**config.mk**
```make
export PLATFORM = sky130hd
export DESIGN_NAME = lbp_window_ctrl_flat
export DESIGN_NICKNAME = d
export VERILOG_FILES = /design/src/rtl/lbp_window_ctrl_if.sv /design/src/rtl/lbp_window_ctrl.sv /design/src/flat_wrapper.sv
export SDC_FILE = /design/constraint.sdc
export NUM_CORES = 1
export LEC_CHECK = 0
export ABC_AREA = 1
export ABC_CLOCK_PERIOD_IN_PS = 1930
export CAP_MARGIN = 25
export CORE_MARGIN = 3
export CORE_UTILIZATION = 55
export CTS_BUF_LIST = sky130_fd_sc_hd__clkbuf_4 sky130_fd_sc_hd__clkbuf_8
export CTS_CLUSTER_DIAMETER = 200
export DETAILED_ROUTE_END_ITERATION = 8
export DONT_BUFFER_PORTS = 1
export PLACE_DENSITY = 0.73
export SLEW_MARGIN = 20
export SYNTH_ARGS = -nofsm -noshare
export SYNTH_HDL_FRONTEND = slang
export SYNTH_SLANG_ARGS = --single-unit
```
**constraint.sdc**
```tcl
create_clock -name clk -period 1.93 [get_ports clk]
set_input_delay 0.386 -clock clk [delete_from_list [all_inputs] [get_ports clk]]
set_output_delay 0.386 -clock clk [all_outputs]
set_load 0.02 [all_outputs]
```
**src/rtl/lbp_window_ctrl_if.sv**
```systemverilog
`default_nettype none
// ============================================================================
// Module      : lbp_window_ctrl_if
// Description : Pixel-stream and window handshake bundle for the LBP window
//               controller. The controller sits on the slave modport; the
//               pixel source / LBP operator side uses the master modport.
// Revision    : 1.0 - initial release
// ============================================================================
interface lbp_window_ctrl_if #(
    parameter int ROW_W = 6,
    parameter int COL_W = 6
);
    // Upstream pixel stream
    logic             in_valid;
    logic             in_sof;
    logic             in_ready;
    // Delay-line shift enable
    logic             line_ce;
    // Downstream window handshake
    logic             win_valid;
    logic             win_ready;
    logic [ROW_W-1:0] win_row;
    logic [COL_W-1:0] win_col;
    // Frame status
    logic             busy;
    logic             frame_done;
    logic             frame_err;

    // Pixel source / window consumer side
    modport master (
        output in_valid,
        output in_sof,
        output win_ready,
        input  in_ready,
        input  line_ce,
        input  win_valid,
        input  win_row,
        input  win_col,
        input  busy,
        input  frame_done,
        input  frame_err
    );

    // Controller side
    modport slave (
        input  in_valid,
        input  in_sof,
        input  win_ready,
        output in_ready,
        output line_ce,
        output win_valid,
        output win_row,
        output win_col,
        output busy,
        output frame_done,
        output frame_err
    );
endinterface
`default_nettype wire

```
**src/rtl/lbp_window_ctrl.sv**
```systemverilog
`default_nettype none
// ============================================================================
// Module      : lbp_window_ctrl
// Description : Sequencer for the 3x3 LBP neighbourhood delay line. Accepts a
//               raster pixel stream, drives the common shift enable of all
//               latch-based delay-line stages, tracks the raster position and
//               presents a window (centre row/col) once the line buffers hold
//               a complete, non-border neighbourhood. Upstream is stalled while
//               a presented window has not been consumed.
// Revision    : 1.0 - initial release
// ============================================================================
module lbp_window_ctrl #(
    parameter int IMG_W = 64,
    parameter int IMG_H = 48,
    parameter int COL_W = 6,
    parameter int ROW_W = 6
) (
    input  wire logic           clk,
    input  wire logic           rst,     // asynchronous, active-low
    lbp_window_ctrl_if.slave    bus
);

    // ------------------------------------------------------------------------
    // Constants
    // ------------------------------------------------------------------------
    localparam logic [1:0] c_st_idle = 2'd0;   // waiting for a frame
    localparam logic [1:0] c_st_fill = 2'd1;   // rows 0-1: line buffers filling
    localparam logic [1:0] c_st_run  = 2'd2;   // rows >= 2: windows produced

    localparam logic [COL_W-1:0] c_col_last = COL_W'(IMG_W - 1);
    localparam logic [ROW_W-1:0] c_row_last = ROW_W'(IMG_H - 1);
    localparam logic [ROW_W-1:0] c_row_one  = ROW_W'(1);
    localparam logic [ROW_W-1:0] c_row_two  = ROW_W'(2);
    localparam logic [COL_W-1:0] c_col_two  = COL_W'(2);

    // ------------------------------------------------------------------------
    // State and registers
    // ------------------------------------------------------------------------
    logic [1:0]       state_q,      state_d;
    logic [ROW_W-1:0] row_q,        row_d;
    logic [COL_W-1:0] col_q,        col_d;
    logic             win_valid_q,  win_valid_d;
    logic [ROW_W-1:0] win_row_q,    win_row_d;
    logic [COL_W-1:0] win_col_q,    win_col_d;
    logic             frame_done_q, frame_done_d;
    logic             frame_err_q,  frame_err_d;

    // ------------------------------------------------------------------------
    // Combinational helpers
    // ------------------------------------------------------------------------
    logic             w_stall;
    logic             w_accept;
    logic             w_sof_accept;
    logic [ROW_W-1:0] w_pix_row;
    logic [COL_W-1:0] w_pix_col;
    logic             w_col_wrap;
    logic             w_frame_end;
    logic             w_win_set;

    // Handshake: a presented, unconsumed window freezes the whole delay line.
    // Outside a frame only an SOF pixel is taken into the delay line.
    always_comb begin
        w_stall      = win_valid_q & ~bus.win_ready;
        w_accept     = bus.in_valid & ~w_stall &
                       ((state_q != c_st_idle) | bus.in_sof);
        w_sof_accept = w_accept & bus.in_sof;
    end

    // Raster position of the pixel being accepted; an SOF pixel is always
    // (0,0) regardless of where the counters were.
    always_comb begin
        w_pix_row   = w_sof_accept ? '0 : row_q;
        w_pix_col   = w_sof_accept ? '0 : col_q;
        w_col_wrap  = (w_pix_col == c_col_last);
        w_frame_end = w_accept & w_col_wrap & (w_pix_row == c_row_last);
        w_win_set   = w_accept & (w_pix_row >= c_row_two) &
                      (w_pix_col >= c_col_two);
    end

    // ------------------------------------------------------------------------
    // FSM: state register
    // ------------------------------------------------------------------------
    always_ff @(posedge clk or negedge rst) begin
        if (!rst) begin
            state_q <= c_st_idle;
        end else begin
            state_q <= state_d;
        end
    end

    // FSM: next-state logic, advanced only by accepted pixels
    always_comb begin
        state_d = state_q;
        if (w_accept) begin
            if (bus.in_sof) begin
                state_d = c_st_fill;
            end else begin
                case (state_q)
                    c_st_fill: begin
                        if ((w_pix_row == c_row_one) && w_col_wrap) begin
                            state_d = c_st_run;
                        end
                    end
                    c_st_run: begin
                        if (w_frame_end) begin
                            state_d = c_st_idle;
                        end
                    end
                    default: begin
                        state_d = state_q;
                    end
                endcase
            end
        end
    end

    // FSM: outputs; the shift enable is same-cycle so each latch stage
    // captures exactly the pixel presented with it
    always_comb begin
        bus.in_ready   = ~w_stall;
        bus.line_ce    = w_accept;
        bus.busy       = (state_q != c_st_idle);
        bus.win_valid  = win_valid_q;
        bus.win_row    = win_row_q;
        bus.win_col    = win_col_q;
        bus.frame_done = frame_done_q;
        bus.frame_err  = frame_err_q;
    end

    // ------------------------------------------------------------------------
    // Datapath
    // ------------------------------------------------------------------------

    // Counters point at the next expected pixel; they clear at frame end
    always_comb begin
        row_d = row_q;
        col_d = col_q;
        if (w_accept) begin
            if (w_col_wrap) begin
                col_d = '0;
                row_d = (w_pix_row == c_row_last) ? '0 : (w_pix_row + 1'b1);
            end else begin
                col_d = w_pix_col + 1'b1;
                row_d = w_pix_row;
            end
        end
    end

    // Window: set one cycle after the pixel completing it, held until taken.
    // Accept implies no stall, so a new set never overwrites an unconsumed one.
    always_comb begin
        win_valid_d = win_valid_q & ~bus.win_ready;
        win_row_d   = win_row_q;
        win_col_d   = win_col_q;
        if (w_win_set) begin
            win_valid_d = 1'b1;
            win_row_d   = w_pix_row - 1'b1;
            win_col_d   = w_pix_col - 1'b1;
        end
    end

    // Frame status pulses, registered so each lasts exactly one cycle
    always_comb begin
        frame_done_d = w_frame_end;
        frame_err_d  = w_sof_accept & (state_q != c_st_idle);
    end

    // Datapath registers
    always_ff @(posedge clk or negedge rst) begin
        if (!rst) begin
            row_q        <= '0;
            col_q        <= '0;
            win_valid_q  <= 1'b0;
            win_row_q    <= '0;
            win_col_q    <= '0;
            frame_done_q <= 1'b0;
            frame_err_q  <= 1'b0;
        end else begin
            row_q        <= row_d;
            col_q        <= col_d;
            win_valid_q  <= win_valid_d;
            win_row_q    <= win_row_d;
            win_col_q    <= win_col_d;
            frame_done_q <= frame_done_d;
            frame_err_q  <= frame_err_d;
        end
    end

endmodule
`default_nettype wire

```
**src/flat_wrapper.sv**
```systemverilog
// flat-port wrapper written by rule: the top's interface ports become plain ports
module lbp_window_ctrl_flat 
#(
    parameter int IMG_W = 64,
    parameter int IMG_H = 48,
    parameter int COL_W = 6,
    parameter int ROW_W = 6
)
  (clk, rst, bus_in_valid, bus_in_sof, bus_win_ready, bus_in_ready, bus_line_ce, bus_win_valid, bus_win_row, bus_win_col, bus_busy, bus_frame_done, bus_frame_err);
  lbp_window_ctrl_if #(.ROW_W(ROW_W), .COL_W(COL_W)) bus_i ();
  input  wire logic clk;
  input  wire logic rst;
  input wire logic [$bits(bus_i.in_valid)-1:0] bus_in_valid;
  input wire logic [$bits(bus_i.in_sof)-1:0] bus_in_sof;
  input wire logic [$bits(bus_i.win_ready)-1:0] bus_win_ready;
  output wire logic [$bits(bus_i.in_ready)-1:0] bus_in_ready;
  output wire logic [$bits(bus_i.line_ce)-1:0] bus_line_ce;
  output wire logic [$bits(bus_i.win_valid)-1:0] bus_win_valid;
  output wire logic [$bits(bus_i.win_row)-1:0] bus_win_row;
  output wire logic [$bits(bus_i.win_col)-1:0] bus_win_col;
  output wire logic [$bits(bus_i.busy)-1:0] bus_busy;
  output wire logic [$bits(bus_i.frame_done)-1:0] bus_frame_done;
  output wire logic [$bits(bus_i.frame_err)-1:0] bus_frame_err;
  assign bus_i.in_valid = bus_in_valid;
  assign bus_i.in_sof = bus_in_sof;
  assign bus_i.win_ready = bus_win_ready;
  assign bus_in_ready = bus_i.in_ready;
  assign bus_line_ce = bus_i.line_ce;
  assign bus_win_valid = bus_i.win_valid;
  assign bus_win_row = bus_i.win_row;
  assign bus_win_col = bus_i.win_col;
  assign bus_busy = bus_i.busy;
  assign bus_frame_done = bus_i.frame_done;
  assign bus_frame_err = bus_i.frame_err;
  lbp_window_ctrl #(.IMG_W(IMG_W), .IMG_H(IMG_H), .COL_W(COL_W), .ROW_W(ROW_W)) u_core (.clk(clk), .rst(rst), .bus(bus_i));
endmodule
```
==> results of run 1 <==
-- layout by cell type, fill, tap and decap left out, types with 2 or more instances in the layout --
cell      instances
inv_1            16
xor2_1            7
nand4_4           2
nand4_1           3
a21oi_1           2
clkbuf_8          2
nor2_2            2
nor2_1           14
xnor2_1           2
nand3_1          28
nand2_4           6
o21ai_1           2
nand2_1          72
o21ai_0           8
ha_1              5
nor2_4            3
nand2_2           5
inv_4             2
inv_2             5
clkbuf_4          5
buf_4            17
dfrtp_1          28
buf_6             2
-- stage by stage --
stage	util	TNS, ps	hold WS (ps)
finish	0.722	0	240
global route	0.722	-182	261
CTS	0.664	0	235
detailed placement	0.629	0	91.1
global placement	0.629	0	91.2
floorplan	-	0	90.4
-- state kept, by name, indices dropped and copies added, names as in the netlist --
name,cells
u_core.bus.win_col,6
u_core.bus.win_row,6
u_core.col_q,6
u_core.row_q,6
u_core.state_q,2
u_core.bus.frame_done,1
u_core.bus.frame_err,1
u_core.bus.win_valid,1
-- power by group through the flow --
stage | Combinational, mW | Clock, mW | Sequential [mW]
floorplan | 0.615 | 0 | 1.06
global placement | 0.707 | 0 | 1.09
detailed placement | 0.737 | 0 | 1.10
CTS | 0.762 | 0.440 | 1.09
global route | 0.990 | 0.477 | 1.12
finish | 0.867 | 0.434 | 1.09
-- repair_timing --
item,CTS,global route
setup endpoints to repair,0,18
endpoints found under the hold margin,29,0
hold buffers,2,0
resized for setup,0,21
buffers inserted,0,12
-- area by class of cell --
type,count,area [µm²],share of cell area
Sequential cell,29,727,0.347
Timing Repair Buffer,21,180,0.0861
Inverter,23,91.3,0.0436
Multi-Input combinational cell,170,972,0.464
Tap cell,42,52.6,0.0251
Clock buffer,7,65.1,0.0311
Clock inverter,1,5.00,0.00239
-- metal layers --
metal  part of all wire  routed length (µm)
met1               0.43                1740
met5                  0                   0
met3              0.067                 272
met2               0.48                1960
met4              0.021                  87
-- critical path: stages (launching register included) --
cell and delay, ps:
dfrtp_2 440, nand2_4 70, nand3_4 150, nand2_4 140, inv_4 50, ha_1 190, nor2_2 180, nand4_4 170
buf_4 200, nand2_4 80, nand2_1 60, nand2_1 60
-- cells by family after synthesis --
group | after synthesis | synth area share
AND/OR/NAND/NOR | 138 | 0.378
buffers and inverters | 28 | 0.0771
XOR/XNOR | 9 | 0.0446
flip-flops | 29 | 0.410
AO/OA/AOI/OAI | 14 | 0.0403
adder cells (fa/ha/maj) | 7 | 0.0495
-- worst max path at each step --
stage	slack (ps)	cells past startpoint	startpoint	end
6_report	80	11	u_core.bus.win_valid	u_core.bus.win_col[0]
5_1_grt	-30	11	u_core.bus.win_valid	u_core.bus.win_col[0]
4_1_cts	60	5	u_core.bus.win_valid	bus_line_ce
3_5_place_dp	30	13	bus_win_ready	u_core.state_q[1]
3_3_place_gp	110	13	bus_win_ready	u_core.state_q[0]
2_1_floorplan	4	16	u_core.bus.win_valid	u_core.state_q[1]
==> results_dict.tcl, run 1 <==
set metrics [dict create \
    status "complete, no violations" \
    diodes 0 \
    synth_fp_nets 237 \
    p_leak_nw 1.16 \
    critical_path.max_fanout 8 \
    power_density_nw_per_um2 1140 \
    dpl.hpwl_mm 2.66 \
    slew_viol_final 0 \
    core_um2 2900 \
    numCtsBuffers 5 \
    yosys_register_bits 29 \
    worstHoldStart "bus_in_sof" \
    clock_latency_ps 340 \
    yosysMostFrequentCell "nand2_1" \
    timing.rr.end "u_core.bus.win_col[0]" \
    fp.dieW_um 62.7 \
    synth_top_area_frac 0.410 \
    arrival_ps 2120 \
    fin_nets 262 \
    min_to "u_core.state_q[1]" \
    io_pins 23 \
    grt_pass1_wl_mm 6.56 \
    wl_mm 4.06 \
    use_met1 0.238 \
    critPathLaunchType "flop" \
    dr.first_iter.drc_count 92 \
    tightestPinTransition_ps 322 \
    htreeDepth 2 \
    comb_power_share 0.362 \
    swShare 0.455 \
    placedInstanceArea_um2 1830 \
    wl_per_cell_um 13.9 \
    drc_errors 0 \
    fill_cells 218 \
    async_flop_share 1.00 \
    synth_area_leaders "dfrtp_1, nand2_1, nand3_1" \
    port_buffers 0 \
    die_y_um 62.7 \
    clk_pin_slew_ps 100 \
    seqPwrFrac 0.456 \
    r2r-start "u_core.bus.win_valid" \
    r2r_slack_ps 80 \
    cts.sinks 29 \
    fin_crit_sh 0.957 \
    use_met2 0.360 \
    reg2reg_depth 11 \
    avgSynthCellArea_um2 7.86 \
    grt_max_degree 30 \
    cts_tree "done" \
    synth_top_cells_by_count "nand2_1, dfrtp_1, nand3_1, inv_1, nor2_1" \
    vias 1577 \
    switching_power_mw 1.09 \
    busiest_layer "met2" \
    synth.distinct_cells 28 \
    synthesis.instances 225 \
    grt_pass1_vias 1494 \
    finalSetupViolCount 0 \
    irDropWorstVdd_mv 0.964 \
    relSlewSlack 0.784 \
    place_inst 269 \
    internal_power_mw 1.30 \
    layout_min_cycle_time_ps 1850 \
    design.die.area_um2 3930 \
    fmaxAchievable_ghz 0.542 \
    use_met3 0.0737 \
    rows 19 \
    syn_area_um2 1770 \
    clockPowerShare 0.182 \
    synthFlopType "dfrtp_1" \
    synth_warnings 0 \
    via_per_inst 5.38 \
    fin_ws_ps 83.4 \
    synth_edf_count 0 \
    area_delta_synth_final_pct 18.3 \
    final_cells 293 \
    report.power.total_mw 2.39 \
    cts-root-buf "clkbuf_4" \
    maxCapViolations 0 \
    end_kind "flop" \
    worstPathRequired_ps 2210 \
    crit_type "reg -> reg" \
    first_pass_iters 4 \
    final_cell_area_um2 2090 \
    ys_seq_area_frac 0.410 \
    rsz0062_at_grt "yes" \
    grt_overflow 0 \
    pre_cts_ws_ps 25.3 \
    hold_viol_final 0 \
    ant_nets 0 \
    drive_gt1_frac 0.235 \
    clk_path_buf_depth 2 \
    track_usage 0.211 \
    min_path_type "in -> reg" \
    holdPathStages 3 \
    antenna_found_initial 0 \
    synth.largest_area_cell "dfrtp_1" \
    initial_utilization 0.610 \
    gp_congestion 0.953 \
    fin_skew_ps 7.03 \
]
Power figures use the tool's default switching activity.
==> inputs of run 2 (changes only) <==
--- a/config.mk
+++ b/config.mk
@@ -5,9 +5,8 @@
 export SDC_FILE = /design/constraint.sdc
 export NUM_CORES = 1
 export LEC_CHECK = 0
-export ABC_AREA = 1
 export ABC_CLOCK_PERIOD_IN_PS = 1930
-export CAP_MARGIN = 25
+export CAP_MARGIN = 10
 export CORE_MARGIN = 3
 export CORE_UTILIZATION = 55
 export CTS_BUF_LIST = sky130_fd_sc_hd__clkbuf_4 sky130_fd_sc_hd__clkbuf_8
@@ -15,7 +14,6 @@
 export DETAILED_ROUTE_END_ITERATION = 8
 export DONT_BUFFER_PORTS = 1
 export PLACE_DENSITY = 0.73
-export SLEW_MARGIN = 20
 export SYNTH_ARGS = -nofsm -noshare
 export SYNTH_HDL_FRONTEND = slang
 export SYNTH_SLANG_ARGS = --single-unit
==> results_dict.tcl, run 2 <==
set metrics [dict create \
    worstHoldStart "bus_in_sof" \
    rows 19 \
    synth_edf_count 0 \
    fin_ws_ps -190 \
    critPathSlowestCell "dfrtp_2" \
    grt_pass1_wl_mm 7.78 \
    core_um2 2830 \
    worstPathRequired_ps 2170 \
    final_cells 257 \
    internal_power_mw 0.985 \
    gp_congestion 0.872 \
    initial_utilization 0.590 \
    synthesis.instances 180 \
    min_path_type "in -> reg" \
    synthFlopType "dfrtp_1" \
    async_flop_share 1.00 \
    hold_viol_final 0 \
    crit_chain "nor2b_4 -> inv_4 -> nand3_4 -> and2_4 -> ha_4 -> and2_4 -> nand4_4 -> nor3_4 -> a41oi_2 -> a31oi_1" \
    fin_crit_sh 1.10 \
    wl_per_cell_um 20.4 \
    grt_pass1_vias 1657 \
    end_kind "flop" \
    synth_top_cells_by_count "dfrtp_1, nor2_1, nand2_1, inv_1, o21ai_0" \
    critPathLaunchType "flop" \
    cts_tree "done" \
    comb_power_share 0.247 \
    syn_area_um2 1670 \
    ys_seq_area_frac 0.435 \
    worst_path_largest_cell_delay_ps 370 \
    numCtsBuffers 5 \
    critical_path.max_fanout 7 \
    irDropWorstVdd_mv 0.429 \
    design.die.area_um2 3730 \
    fp.dieW_um 61.1 \
    busiest_layer "met2" \
    area_delta_synth_final_pct 39.6 \
    clock_latency_ps 330 \
    dr.first_iter.drc_count 168 \
    layout_min_cycle_time_ps 2120 \
    clk_pin_slew_ps 100 \
    swShare 0.314 \
    clockPowerShare 0.293 \
    slew_viol_final 0 \
    grt_max_degree 30 \
    most-common-layout-cells "buf_4, dfrtp_1, nand2_1, nor2_1, a31oi_1" \
    dpl.hpwl_mm 2.97 \
    synth_warnings 0 \
    fmaxAchievable_ghz 0.472 \
    seqPwrFrac 0.459 \
    use_met3 0.0776 \
    setup_tns_ps -2650 \
    via_per_inst 6.51 \
    vias 1673 \
    tightestPinTransition_ps 558 \
    yosys_register_bits 29 \
    relSlewSlack 0.625 \
    yosysMostFrequentCell "dfrtp_1" \
    status "finished with violations" \
    htreeDepth 2 \
    maxCapViolations 0 \
    placedInstanceArea_um2 1930 \
    fin_util 0.824 \
    place_inst 236 \
    violations "negative setup slack" \
    ant_nets 0 \
    p_leak_nw 1.10 \
    switching_power_mw 0.452 \
    cts-root-buf "clkbuf_4" \
    report.power.total_mw 1.44 \
    io_pins 23 \
    r2r-start "u_core.bus.win_valid" \
    die_y_um 61.1 \
    synth.largest_area_cell "dfrtp_1" \
    grt_overflow 0 \
    crit_type "reg -> reg" \
    cts.sinks 29 \
    rsz0062_at_grt "yes" \
    port_buffers 0 \
    track_usage 0.288 \
    drc_errors 0 \
    diodes 0 \
    finalSetupViolCount 26 \
    antenna_found_initial 0 \
    critPathLaunch "u_core.bus.win_valid" \
    fin_nets 237 \
    worst_path_most_repeated_cell "and2_4" \
    clk_path_buf_depth 2 \
    synth_fp_nets 192 \
    final_common_cell "buf_4" \
    final_cell_area_um2 2330 \
    pre_cts_ws_ps -303 \
    synth_area_leaders "dfrtp_1, ha_1, nor2_1" \
    avgSynthCellArea_um2 9.27 \
    drive_gt1_frac 0.447 \
    use_met2 0.486 \
    wl_mm 5.23 \
    power_density_nw_per_um2 617 \
    synth.distinct_cells 43 \
    fill_cells 151 \
    fin_hold_ws_ps 148 \
    arrival_ps 2360 \
    synth_top_area_frac 0.435 \
    use_met1 0.332 \
    fin_skew_ps 11.2 \
    first_pass_iters 6 \
]
## run 2: cell count changes in the layout (fill, tap and decap cells not counted), sizes merged, moves of 8 or more
cell	before	now
a21oi	2	10
inv	23	12
buf	20	46
a31oi	0	8
nand3	30	8
nand2	83	18
## run 2: kinds of logic after synthesis
kind of cell / after synthesis / synth area share
simple gates: 67 / 0.207
compound gates: 43 / 0.166
flops: 29 / 0.435
buf+inv: 21 / 0.0682
xor+xnor: 9 / 0.0472
fa+ha+maj: 7 / 0.0525
mux: 4 / 0.0247
## run 2: timing repair
item,in CTS,in global routing
pin swaps,11,20
setup buffers,7,4
endpoints found under the hold margin,29,0
endpoints found under the setup margin,25,27
cloned,1,0
gates resized for setup,20,39
hold buffers,2,0
## run 2: power by group through the flow
| stage | clock (mW) | sequential, mW | combinational (mW) |
|---|---|---|---|
| final | 0.421 | 0.660 | 0.355 |
| after global routing | 0.456 | 0.660 | 0.382 |
| after CTS | 0.418 | 0.652 | 0.300 |
| after detailed placement | 0 | 0.664 | 0.251 |
| after global placement | 0 | 0.663 | 0.234 |
| after floorplan | 0 | 0.655 | 0.176 |
## run 2: area by class of cell
class	instances	area [µm²]	share of cell area
Multi-Input combinational cell	130	1050	0.452
Timing Repair Buffer	47	394	0.169
Tap cell	31	38.8	0.0166
Inverter	12	50.0	0.0215
Sequential cell	29	727	0.312
Clock buffer	8	66.3	0.0285
## run 2: critical path, delay by kind of cell, from the launching register on
| kind | cells | cell delay, ps |
|---|---|---|
| simple gates | 6 | 1120 |
| flops | 1 | 370 |
| compound gates | 2 | 340 |
| fa+ha+maj | 1 | 140 |
| buf+inv | 1 | 50 |
## run 2: worst paths after layout
| path | to | slack (ps) | depth (start not counted) |
|---|---|---|---|
| min | u_core.col_q[3] | 150 | 1 |
| min in group asynchronous | u_core.bus.win_valid | 500 | 2 |
| max | u_core.row_q[5] | -190 | 10 |
| min reg2reg | u_core.state_q[1] | 600 | 1 |
| max in group asynchronous | u_core.row_q[1] | 1260 | 2 |
| max reg2reg | u_core.row_q[5] | -190 | 10 |
## run 2: metal layers
| metal | vias to the layer above | part of all wire | routed length (µm) |
|---|---|---|---|
| li1 | 718 | - | - |
| met1 | 800 | 0.37 | 1920 |
| met2 | 122 | 0.50 | 2620 |
| met3 | 33 | 0.088 | 459 |
| met4 | 0 | 0.046 | 240 |
| met5 | - | 0 | 0 |
==> inputs of run 3 (changes only) <==
--- a/config.mk
+++ b/config.mk
@@ -7,6 +7,7 @@
 export LEC_CHECK = 0
 export ABC_CLOCK_PERIOD_IN_PS = 1930
 export CAP_MARGIN = 10
+export CORE_ASPECT_RATIO = 1.5
 export CORE_MARGIN = 3
 export CORE_UTILIZATION = 55
 export CTS_BUF_LIST = sky130_fd_sc_hd__clkbuf_4 sky130_fd_sc_hd__clkbuf_8
@@ -14,6 +15,7 @@
 export DETAILED_ROUTE_END_ITERATION = 8
 export DONT_BUFFER_PORTS = 1
 export PLACE_DENSITY = 0.73
+export REMOVE_ABC_BUFFERS = 1
 export SYNTH_ARGS = -nofsm -noshare
 export SYNTH_HDL_FRONTEND = slang
 export SYNTH_SLANG_ARGS = --single-unit
==> results_dict.tcl, run 3 (synthesis gave the netlist of run 2 again) <==
set metrics [dict create \
    via_per_inst 6.60 \
    core_um2 2790 \
    final_cell_area_um2 2450 \
    critical_path.max_fanout 6 \
    report.power.total_mw 1.56 \
    cts.sinks 29 \
    arrival_ps 2370 \
    power_density_nw_per_um2 636 \
    fin_crit_sh 1.12 \
    track_usage 0.313 \
    clk_pin_slew_ps 60 \
    grt_pass1_wl_mm 8.56 \
    critPathLaunchType "flop" \
    critPathSlowestCell "dfrtp_1" \
    design.die.area_um2 3750 \
    final_common_cell "buf_4" \
    hold_viol_final 0 \
    dpl.hpwl_mm 3.03 \
    ant_nets 0 \
    fin_hold_ws_ps 179 \
    crit_family "buffers and inverters" \
    rsz0062_at_grt "yes" \
    worstPathRequired_ps 2130 \
    port_buffers 0 \
    layout_min_cycle_time_ps 2170 \
    fmaxAchievable_ghz 0.462 \
    register_area_um2 726 \
    htreeDepth 2 \
    crit_chain "nor2b_4 -> inv_2 -> nand3_4 -> buf_6 -> nand2_4 -> inv_4 -> ha_4 -> o31ai_4 -> a221oi_2 -> buf_4 -> buf_12 -> mux2i_4" \
    setup_tns_ps -3150 \
    initial_utilization 0.598 \
    fin_ws_ps -236 \
    diodes 0 \
    tightestPinTransition_ps 462 \
    p_leak_nw 1.13 \
    finalSetupViolCount 25 \
    crit_buf_inv 5 \
    pre_cts_ws_ps -310 \
    area_delta_synth_final_pct 46.8 \
    cts_tree "done" \
    end_kind "flop" \
    fill_cells 128 \
    min_path_type "in -> reg" \
    most-common-layout-cells "buf_4, dfrtp_1, nand2_1" \
    io_pins 23 \
    maxCapViolations 0 \
    worst_path_largest_cell_delay_ps 360 \
    grt_overflow 0 \
    dr.first_iter.drc_count 151 \
    wl_mm 6.07 \
    fin_skew_ps 5.00 \
    multi_input_area_um2 1080 \
    fp.dieW_um 51.0 \
    vias 1762 \
    antenna_found_initial 0 \
    rows 23 \
    drc_errors 0 \
    grt_pass1_vias 1798 \
    gp_congestion 0.945 \
    violations "negative setup slack" \
    crit_type "reg -> reg" \
    placedInstanceArea_um2 1890 \
    die_y_um 73.5 \
    irDropWorstVdd_mv 0.594 \
    status "finished with violations" \
    numCtsBuffers 5 \
    fin_nets 241 \
    cts-root-buf "clkbuf_8" \
    relSlewSlack 0.692 \
    slew_viol_final 0 \
    drive_gt1_frac 0.478 \
    wl_per_cell_um 22.7 \
    grt_max_degree 30 \
    clock_latency_ps 290 \
    first_pass_iters 5 \
    clk_path_buf_depth 2 \
]
[run 3: repair_timing]
action                                 in CTS  in global routing
cloned                                      2                  0
hold buffers                                2                  0
pin swaps                                  13                 14
gates resized for setup                    41                 43
setup endpoints to repair                  26                 27
endpoints found under the hold margin      29                  0
buffers inserted                            8                  7
[run 3: final cells by class]
cell class	count	area share
clock inverters	1	0.00204
flip-flops and latches	29	0.296
clock buffers	7	0.0393
inverters	12	0.0235
repair buffers	51	0.177
well taps	37	0.0189
multi-input cells	130	0.443
[run 3: worst paths after layout]
path | from | end | slack [ps] | cells after the start
max in group asynchronous | rst | u_core.bus.win_row[5] | 1220 | 2
max | u_core.bus.win_valid | u_core.bus.win_row[1] | -240 | 12
min | bus_in_sof | u_core.col_q[3] | 180 | 1
min in group asynchronous | rst | u_core.col_q[2] | 540 | 2
min reg2reg | u_core.state_q[1] | u_core.state_q[1] | 600 | 1
max reg2reg | u_core.bus.win_valid | u_core.bus.win_row[1] | -240 | 12
[run 3: routing by layer]
metal,up-vias,GRT usage,wire (µm)
li1,725,-,-
met4,0,0.189,453
met1,846,0.312,2040
met5,-,0,0
met3,51,0.0872,518
met2,140,0.564,3060
[run 3: through the flow]
step / std cells / utilization
4_1_cts: 261 / 0.809
6_report: 267 / 0.878
3_3_place_gp: 241 / 0.679
5_1_grt: 267 / 0.878
3_5_place_dp: 241 / 0.679
2_1_floorplan: 171 / -
[run 3: where the power goes]
part / switching, mW / total [mW] / internal, mW
Clock: 0.243 / 0.565 / 0.322
Combinational: 0.176 / 0.311 / 0.135
Sequential: 0.0553 / 0.684 / 0.628
[run 3: worst reg2reg max path, delay by kind of cell, from the launching register on]
kind            cells  cell delay [ps]
buf+inv             5              660
flops               1              360
simple gates        3              330
compound gates      2              330
mux                 1              240
fa+ha+maj           1              160
